$ cat src/rtl/spi_pkg.sv
// Shared SPI definitions: byte width, command set, status reply and the
// slave state encoding used across the SPI slave slice.
package spi_pkg;

    localparam int BYTE_W = 8;

    localparam logic [7:0] CMD_STATUS    = 8'h06;
    localparam logic [7:0] CMD_LED       = 8'hA1;
    localparam logic [7:0] CMD_LEG_FIRST = 8'hA3;
    localparam logic [7:0] CMD_LEG_LAST  = 8'hAE;
    localparam logic [7:0] STATUS_REPLY  = 8'hD4;

    localparam logic [1:0] ST_IDLE  = 2'd0;
    localparam logic [1:0] ST_ARM   = 2'd1;
    localparam logic [1:0] ST_SHIFT = 2'd2;
    localparam logic [1:0] ST_DONE  = 2'd3;

    function automatic logic is_leg_cmd(input logic [7:0] cmd);
        return (cmd >= CMD_LEG_FIRST) && (cmd <= CMD_LEG_LAST);
    endfunction

endpackage

$ cat src/rtl/spi_sync_module.sv
// Multi-flop synchronizer for one asynchronous input, with one-clk rise and
// fall strobes decoded from its last two stages.
module spi_sync_module #(
    parameter int   STAGES  = 3,
    parameter logic RST_VAL = 1'b0
) (
    input  logic clk,
    input  logic rst_n,
    input  logic d_i,
    output logic q_o,
    output logic rise_o,
    output logic fall_o
);

    logic [STAGES-1:0] sync_q;

    // Shift chain: newest sample enters at bit 0, oldest leaves at the top.
    always_ff @(posedge clk or negedge rst_n) begin
        if (!rst_n) begin
            sync_q <= {STAGES{RST_VAL}};
        end else begin
            sync_q <= {sync_q[STAGES-2:0], d_i};
        end
    end

    assign q_o    = sync_q[STAGES-1];
    assign rise_o = sync_q[STAGES-2] & ~sync_q[STAGES-1];
    assign fall_o = ~sync_q[STAGES-2] & sync_q[STAGES-1];

endmodule

$ cat src/rtl/spi_slave_module.sv
// Mode-0 SPI slave: oversamples SCLK/MOSI/NCS on clk, receives MSB-first bytes
// and optionally transmits a caller-supplied byte in the same transfer.
module spi_slave_module
    import spi_pkg::*;
#(
    parameter int SYNC_STAGES = 3
) (
    input  logic              clk,
    input  logic              rst_n,
    input  logic              iSCLK,
    input  logic              iMOSI,
    input  logic              iNCS,
    output logic              oMISO,
    output logic              oMISO_En,
    input  logic              iCall,
    input  logic [BYTE_W-1:0] iData,
    output logic [1:0]        oDone,
    output logic [BYTE_W-1:0] oData
);

    localparam logic [3:0] LAST_BIT = 4'(BYTE_W - 1);

    logic sclk_s, sclk_rise_s, sclk_fall_s;
    logic mosi_s, mosi_rise_s, mosi_fall_s;
    logic ncs_s, ncs_rise_s, ncs_fall_s;
    logic sync_unused_s;

    logic [1:0]        state_q, state_d;
    logic [3:0]        cnt_q, cnt_d;
    logic [BYTE_W-1:0] tx_q, tx_d;
    logic [BYTE_W-1:0] rx_q, rx_d;
    logic              mode_q, mode_d;
    logic [BYTE_W-1:0] data_q, data_d;
    logic [1:0]        done_q, done_d;

    spi_sync_module #(.STAGES(SYNC_STAGES), .RST_VAL(1'b0)) u_sync_sclk (
        .clk(clk), .rst_n(rst_n), .d_i(iSCLK),
        .q_o(sclk_s), .rise_o(sclk_rise_s), .fall_o(sclk_fall_s)
    );

    spi_sync_module #(.STAGES(SYNC_STAGES), .RST_VAL(1'b0)) u_sync_mosi (
        .clk(clk), .rst_n(rst_n), .d_i(iMOSI),
        .q_o(mosi_s), .rise_o(mosi_rise_s), .fall_o(mosi_fall_s)
    );

    spi_sync_module #(.STAGES(SYNC_STAGES), .RST_VAL(1'b1)) u_sync_ncs (
        .clk(clk), .rst_n(rst_n), .d_i(iNCS),
        .q_o(ncs_s), .rise_o(ncs_rise_s), .fall_o(ncs_fall_s)
    );

    // Only the SCLK edges and the NCS falling edge steer the FSM.
    assign sync_unused_s = sclk_s ^ mosi_rise_s ^ mosi_fall_s ^ ncs_rise_s;

    // Next-state logic; NCS high outside IDLE aborts any byte in progress.
    always_comb begin
        state_d = state_q;
        cnt_d   = cnt_q;
        tx_d    = tx_q;
        rx_d    = rx_q;
        mode_d  = mode_q;
        data_d  = data_q;
        done_d  = 2'b00;
        if (ncs_s && (state_q != ST_IDLE)) begin
            state_d = ST_IDLE;
            cnt_d   = 4'd0;
            tx_d    = {BYTE_W{1'b0}};
        end else begin
            case (state_q)
                ST_IDLE: begin
                    cnt_d = 4'd0;
                    tx_d  = {BYTE_W{1'b0}};
                    if (ncs_fall_s) begin
                        state_d = ST_ARM;
                    end else begin
                        state_d = ST_IDLE;
                    end
                end
                ST_ARM: begin
                    tx_d = iCall ? iData : {BYTE_W{1'b0}};
                    if (sclk_rise_s) begin
                        mode_d  = iCall;
                        rx_d    = {{(BYTE_W-1){1'b0}}, mosi_s};
                        cnt_d   = 4'd1;
                        state_d = ST_SHIFT;
                    end else begin
                        cnt_d = 4'd0;
                    end
                end
                ST_SHIFT: begin
                    if (sclk_rise_s) begin
                        rx_d = {rx_q[BYTE_W-2:0], mosi_s};
                        // The byte completes on the last rise: publish while in DONE.
                        if (cnt_q == LAST_BIT) begin
                            cnt_d   = 4'd0;
                            data_d  = {rx_q[BYTE_W-2:0], mosi_s};
                            done_d  = mode_q ? 2'b10 : 2'b01;
                            state_d = ST_DONE;
                        end else begin
                            cnt_d = cnt_q + 4'd1;
                        end
                    end else if (sclk_fall_s) begin
                        tx_d = {tx_q[BYTE_W-2:0], 1'b0};
                    end else begin
                        tx_d = tx_q;
                    end
                end
                ST_DONE: begin
                    state_d = ST_ARM;
                end
                default: begin
                    state_d = ST_IDLE;
                    cnt_d   = 4'd0;
                end
            endcase
        end
    end

    // State and datapath registers.
    always_ff @(posedge clk or negedge rst_n) begin
        if (!rst_n) begin
            state_q <= ST_IDLE;
            cnt_q   <= 4'd0;
            tx_q    <= {BYTE_W{1'b0}};
            rx_q    <= {BYTE_W{1'b0}};
            mode_q  <= 1'b0;
            data_q  <= {BYTE_W{1'b0}};
            done_q  <= 2'b00;
        end else begin
            state_q <= state_d;
            cnt_q   <= cnt_d;
            tx_q    <= tx_d;
            rx_q    <= rx_d;
            mode_q  <= mode_d;
            data_q  <= data_d;
            done_q  <= done_d;
        end
    end

    assign oMISO    = tx_q[BYTE_W-1];
    assign oMISO_En = ~ncs_s;
    assign oDone    = done_q;
    assign oData    = data_q;

endmodule

$ cat config.mk
export PLATFORM = sky130hd
export DESIGN_NAME = spi_slave_module
export DESIGN_NICKNAME = d
export VERILOG_FILES = /design/src/rtl/spi_pkg.sv /design/src/rtl/spi_sync_module.sv /design/src/rtl/spi_slave_module.sv
export SDC_FILE = /design/constraint.sdc
export NUM_CORES = 1
export LEC_CHECK = 0
export BUFFER_PORTS_ARGS = -buffer_cell sky130_fd_sc_hd__buf_4
export CAP_MARGIN = 20
export CORE_ASPECT_RATIO = 1.1
export CORE_MARGIN = 1
export CORE_UTILIZATION = 50
export DETAILED_ROUTE_END_ITERATION = 12
export GPL_ROUTABILITY_DRIVEN = 0
export PLACE_DENSITY_LB_ADDON = 0.15
export SYNTH_ARGS = -nofsm -noshare
export SYNTH_HDL_FRONTEND = slang
export SYNTH_SLANG_ARGS = --single-unit
$ cat constraint.sdc
create_clock -name clk -period 1.65 [get_ports clk]
set_clock_uncertainty 0.15 [all_clocks]
set_input_delay 0.495 -clock clk [delete_from_list [all_inputs] [get_ports clk]]
set_output_delay 0.495 -clock clk [all_outputs]
set_load 0.02 [all_outputs]
==> qor_table.md <==
| Group | Result | This run |
| --- | --- | --- |
| global route | Initial antenna violation count | 0 |
| outcome | Outcome | complete, but fails checks |
| yosys | Unique masters post-synth | 36 |
| route | Number of nets with antenna violations after routing | 0 |
| route | DR iter-0 viols | 38 |
| layout | Post-route core utilization | 71.2% |
| power | Part of the power in the clock network | 18.2% |
| timing | Final Cycle Share | 106% |
| critical path | Critical path launch point type | flop |
| min path | Hold crit path type | input pin to flop |
| clocking | Maximum count of clock buffers along a single path | 2 |
| yosys | Synth warnings | 0 |
| floorplan | Initial core utilization | 52.8% |
| clocking | Clock tree from TritonCTS | done |
| layout | Number of nets in the layout | 225 |
| timing | Achievable frequency | 0.571 GHz |
| layout | Layout overhead on the synthesized area | 34.8% |
| floorplan | Num ports | 26 |
| timing | Slew of the pin with the lowest slew margin | 507 ps |
| layout | Layout cells sized above 1 | 50.2% |
| yosys | Mean instance size in the synthesized netlist | 11.8 um2 |
| yosys | Post-synthesis sequential area ratio | 57.6% |
| layout | Area taken by flip-flops and latches | 0.00103 mm2 |
| yosys | Xor/xnor cell area share of the yosys netlist | 0% |
| yosys | Leading post-synthesis cells by cell area | sky130_fd_sc_hd__dfrtp_1, sky130_fd_sc_hd__mux2_2, sky130_fd_sc_hd__dfstp_2 |
| floorplan | Site row count | 22 |
| timing | Max Slew Vio Count | 0 |
| yosys | Proportion of synthesized flip-flops having asynchronous set or reset | 100% |
| floorplan | Area of the core | 0.00339 mm2 |
| yosys | Gate Count Post-Synth | 151 |
| critical path | Worst setup path endpoint | rx_q[0] |
| timing | Total setup violations reported at the end of the flow | 31 |
| layout | Combined area of the multi-input logic cells | 820 um2 |
| global route | Residual overflow from global routing | 0 |
| yosys | Compound-gate portion of the synthesized area | 14.3% |
| yosys | Number of enable-type register cells in the synthesized netlist | 0 |
| global route | Largest net degree at the start of global routing | 42 |
| yosys | Dominant cell type by area after synthesis | sky130_fd_sc_hd__dfrtp_1 |
| critical path | Critical path launch point | state_q[1] |
| timing | Setup repair after global routing missed its margin | true |
| timing | Final Critical Period | 1750 ps |
| route | Average via count per standard cell | 5.31 |
| floorplan | Die area | 0.00382 mm2 |
| layout | Final standard cell count with taps included and fillers excluded | 255 |
| yosys | Area share of the largest cell type after synthesis | 53.1% |
| critical path | Largest stage delay, worst path | 430 ps |
| floorplan | DIE WIDTH | 59.0 um |
| yosys | Post-synthesis share of cell area spent on and, or, nand and nor gates | 13.8% |
| clocking | # clock sinks | 41 |
| power | Sequential group share of total power | 35.3% |
| route | Detailed-routing iteration count for the pre-antenna-repair pass | 4 |
| place | Number of I/O port buffers | 25 |
| clocking | CTS Root Buffer Type | sky130_fd_sc_hd__clkbuf_4 |
| critical path | Worst reg2reg startpoint | state_q[1] |
| route | Final routed wirelength across all metal layers | 3.98 mm |
| clocking | H-Tree Depth | 2 |
| critical path | CP Capture Type | flop |
| power | Leak pwr | 0.00114 uW |
| global route | Global Route Usage Sum | 23.8% |
| yosys | Flip-flop and latch count after synthesis | 41 |
| run | Maximum Capacitance Violations | 0 |
| critical path | CP max-delay cell | sky130_fd_sc_hd__dfrtp_1 |
| power | Internal portion of total power | 2340 uW |
| critical path | Max Fanout on Critical Path | 4 |
| yosys | Synthesized cell area | 0.00179 mm2 |
| yosys | Most used flip-flop cell after synthesis | sky130_fd_sc_hd__dfrtp_1 |
| global route | Via count of the first global-routing pass | 1384 |
| timing | Relative max-transition margin | 66.2% |
| clocking | Inserted Clock Buffers | 5 |
| critical path | Worst path cell trace | inv_2 -> ha_2 -> nor2_2 -> o211ai_1 -> mux2_2 |
| critical path | Slack of the worst reg-to-reg path | -100 ps |
| yosys | Share of cell area taken by muxes after synthesis | 7.48% |
| place | Placed wire-length estimate | 2.41 mm |
| critical path | Cells on worst reg2reg path | 5 |
| clocking | Later-pin clock latency in the skew report | 370 ps |
| route | Total vias in the final route | 1355 |
| clocking | Clock edge transition at the registers on the reported setup and hold paths | 120 ps |
| critical path | Arrival time at the worst endpoint | 1860 ps |
| yosys | Synthesized netlist net count | 170 |
| layout | Antenna diodes | 0 |
| global route | Global-route wire length before repair | 6.56 mm |
| power | Net Sw Power | 1340 uW |
| critical path | Category of the most critical setup path | flop to flop |
| layout | Fillcell total | 253 |
| place | Number of cells in the design after placement | 235 |
| power | Switching share of total power | 36.3% |
| critical path | Worst path required time | 1750 ps |
| power | Power density cells | 1530 mW/mm2 |
| outcome | Violated checks | setup timing |
| timing | Final hold vios | 0 |
| yosys | Adder-cell area share of the yosys netlist | 3.50% |
| power | Worst voltage drop across the vdd grid | 751 uV |
| critical path | Reg2Reg Capture Point | rx_q[0] |
| timing | Smallest setup slack after layout | -101 ps |
| route | Number of design rule violations left after detail routing | 0 |
| yosys | Combinational family with the most area after synthesis | compound AO/OA/AOI/OAI gates |
| floorplan | Die Y | 64.7 um |
| power | Combinational cell fraction of total power | 46.5% |
| route | Routed len/inst | 15.6 um |
==> layout make-up <==
class | instances | share of cell area [%]
multi-input combinational | 101 | 34.0
clock buffer | 6 | 1.71
sequential | 41 | 42.8
clock inverter | 2 | 1.61
tap | 48 | 2.49
timing repair buffer | 51 | 16.3
inverter | 6 | 1.14
==> logic make-up after synthesis <==
family                   Yosys count
AO/OA/AOI/OAI                     34
adder cells (fa/ha/maj)            5
buffers and inverters             11
flip-flops                        41
multiplexers                      12
AND/OR/NAND/NOR                   48
==> registers in the layout (all words and copies together), names as in the netlist <==
| signal | count |
|---|---|
| state_q | 2 |
| u_sync_ncs.sync_q | 3 |
| cnt_q | 4 |
| mode_q | 1 |
| u_sync_sclk.sync_q | 3 |
| oData | 8 |
| oDone | 2 |
| u_sync_mosi.sync_q | 3 |
| tx_q | 8 |
| rx_q | 7 |
==> repair_timing <==
action / CTS / global route
hold endpoints to repair: 38 / 0
gates cloned: 2 / 1
setup endpoints to repair: 31 / 31
pin swaps: 4 / 6
resized for setup: 9 / 19
hold buffers: 1 / 0
setup buffers: 7 / 2
==> cell usage after synthesis, types with 2 or more instances <==
cell and number:
sky130_fd_sc_hd__nand2b_1 3, sky130_fd_sc_hd__buf_6 2, sky130_fd_sc_hd__dfstp_2 3, sky130_fd_sc_hd__nor2_1 13, sky130_fd_sc_hd__a21oi_1 9, sky130_fd_sc_hd__mux2_2 11, sky130_fd_sc_hd__nor3_1 2, sky130_fd_sc_hd__nand3b_1 2
sky130_fd_sc_hd__inv_1 6, sky130_fd_sc_hd__ha_1 5, sky130_fd_sc_hd__nand2_1 16, sky130_fd_sc_hd__buf_2 2, sky130_fd_sc_hd__nand3_1 2, sky130_fd_sc_hd__o21ai_0 10, sky130_fd_sc_hd__dfrtp_1 38, sky130_fd_sc_hd__a22oi_1 7
==> power by group through the flow <==
stage / sequential [uW] / combinational [uW] / clock [uW]
4_1_cts: 1290 / 1560 / 680
6_report: 1300 / 1710 / 668
5_1_grt: 1320 / 1830 / 719
2_1_floorplan: 1300 / 968 / 0
3_3_place_gp: 1300 / 1280 / 0
3_5_place_dp: 1310 / 1330 / 0
==> per-layer routing <==
metal / track usage [%] / share of wire, % / up-vias
li1: - / - / 638
met1: 30.2 / 43 / 673
met2: 36.6 / 50 / 32
met3: 6.59 / 4.0 / 12
met4: 12.8 / 2.9 / 0
met5: 0 / 0 / -
==> layout by cell type (no fill, tap or decap), types with 2 or more instances in the layout <==
| cell type | synthesis | final |
|---|---|---|
| sky130_fd_sc_hd__o32a_4 | 1 | 2 |
| sky130_fd_sc_hd__inv_1 | 6 | 2 |
| sky130_fd_sc_hd__o21ai_0 | 10 | 6 |
| sky130_fd_sc_hd__mux2_4 | 0 | 2 |
| sky130_fd_sc_hd__dfrtp_1 | 38 | 37 |
| sky130_fd_sc_hd__nand2_2 | 1 | 2 |
| sky130_fd_sc_hd__ha_4 | 0 | 2 |
| sky130_fd_sc_hd__buf_6 | 2 | 2 |
| sky130_fd_sc_hd__nand3b_1 | 2 | 2 |
| sky130_fd_sc_hd__mux2_2 | 11 | 9 |
| sky130_fd_sc_hd__a22oi_1 | 7 | 7 |
| sky130_fd_sc_hd__clkbuf_4 | 0 | 5 |
| sky130_fd_sc_hd__nand2b_1 | 3 | 2 |
| sky130_fd_sc_hd__nor2_2 | 1 | 7 |
| sky130_fd_sc_hd__buf_4 | 0 | 48 |
| sky130_fd_sc_hd__nand2_1 | 16 | 15 |
| sky130_fd_sc_hd__nor2_1 | 13 | 7 |
| sky130_fd_sc_hd__o21ai_2 | 1 | 2 |
| sky130_fd_sc_hd__inv_4 | 0 | 2 |
| sky130_fd_sc_hd__ha_1 | 5 | 2 |
| sky130_fd_sc_hd__o21ai_1 | 0 | 3 |
| sky130_fd_sc_hd__inv_2 | 0 | 2 |
| sky130_fd_sc_hd__nor3_1 | 2 | 2 |
| sky130_fd_sc_hd__a21oi_1 | 9 | 8 |
| sky130_fd_sc_hd__dfstp_2 | 3 | 3 |
==> worst min path at each step <==
stage / slack [ps] / depth (start not counted) / from / to
2_1_floorplan: 50 / 0 / rst_n / cnt_q[0]
3_3_place_gp: 180 / 0 / u_sync_sclk.sync_q[0] / u_sync_sclk.sync_q[1]
3_5_place_dp: 190 / 0 / u_sync_mosi.sync_q[0] / u_sync_mosi.sync_q[1]
4_1_cts: 70 / 1 / iNCS / u_sync_ncs.sync_q[0]
5_1_grt: 60 / 1 / iSCLK / u_sync_sclk.sync_q[0]
6_report: 80 / 1 / iNCS / u_sync_ncs.sync_q[0]
==> per-stage QoR <==
step	power [uW]	setup slack [ps]	TNS (ps)	instance area [um2]	hold WS, ps
floorplan	2260	-53.3	-413	1840	49.4
global placement	2580	-96.4	-1570	2160	184
detailed placement	2640	-158	-2880	2160	192
CTS	3530	-105	-1970	2360	73.2
global route	3870	-154	-3790	2410	61.3
finish	3680	-101	-2100	2410	81.5
==> worst max-delay path: cells and delay by family, from the launching register on <==
kind                     cells  cell delay [ps]
AO/OA/AOI/OAI                1              300
AND/OR/NAND/NOR              1               60
adder cells (fa/ha/maj)      1              220
multiplexers                 1              380
buffers and inverters        1              100
flip-flops                   1              430
Power figures use the tool's default switching activity.
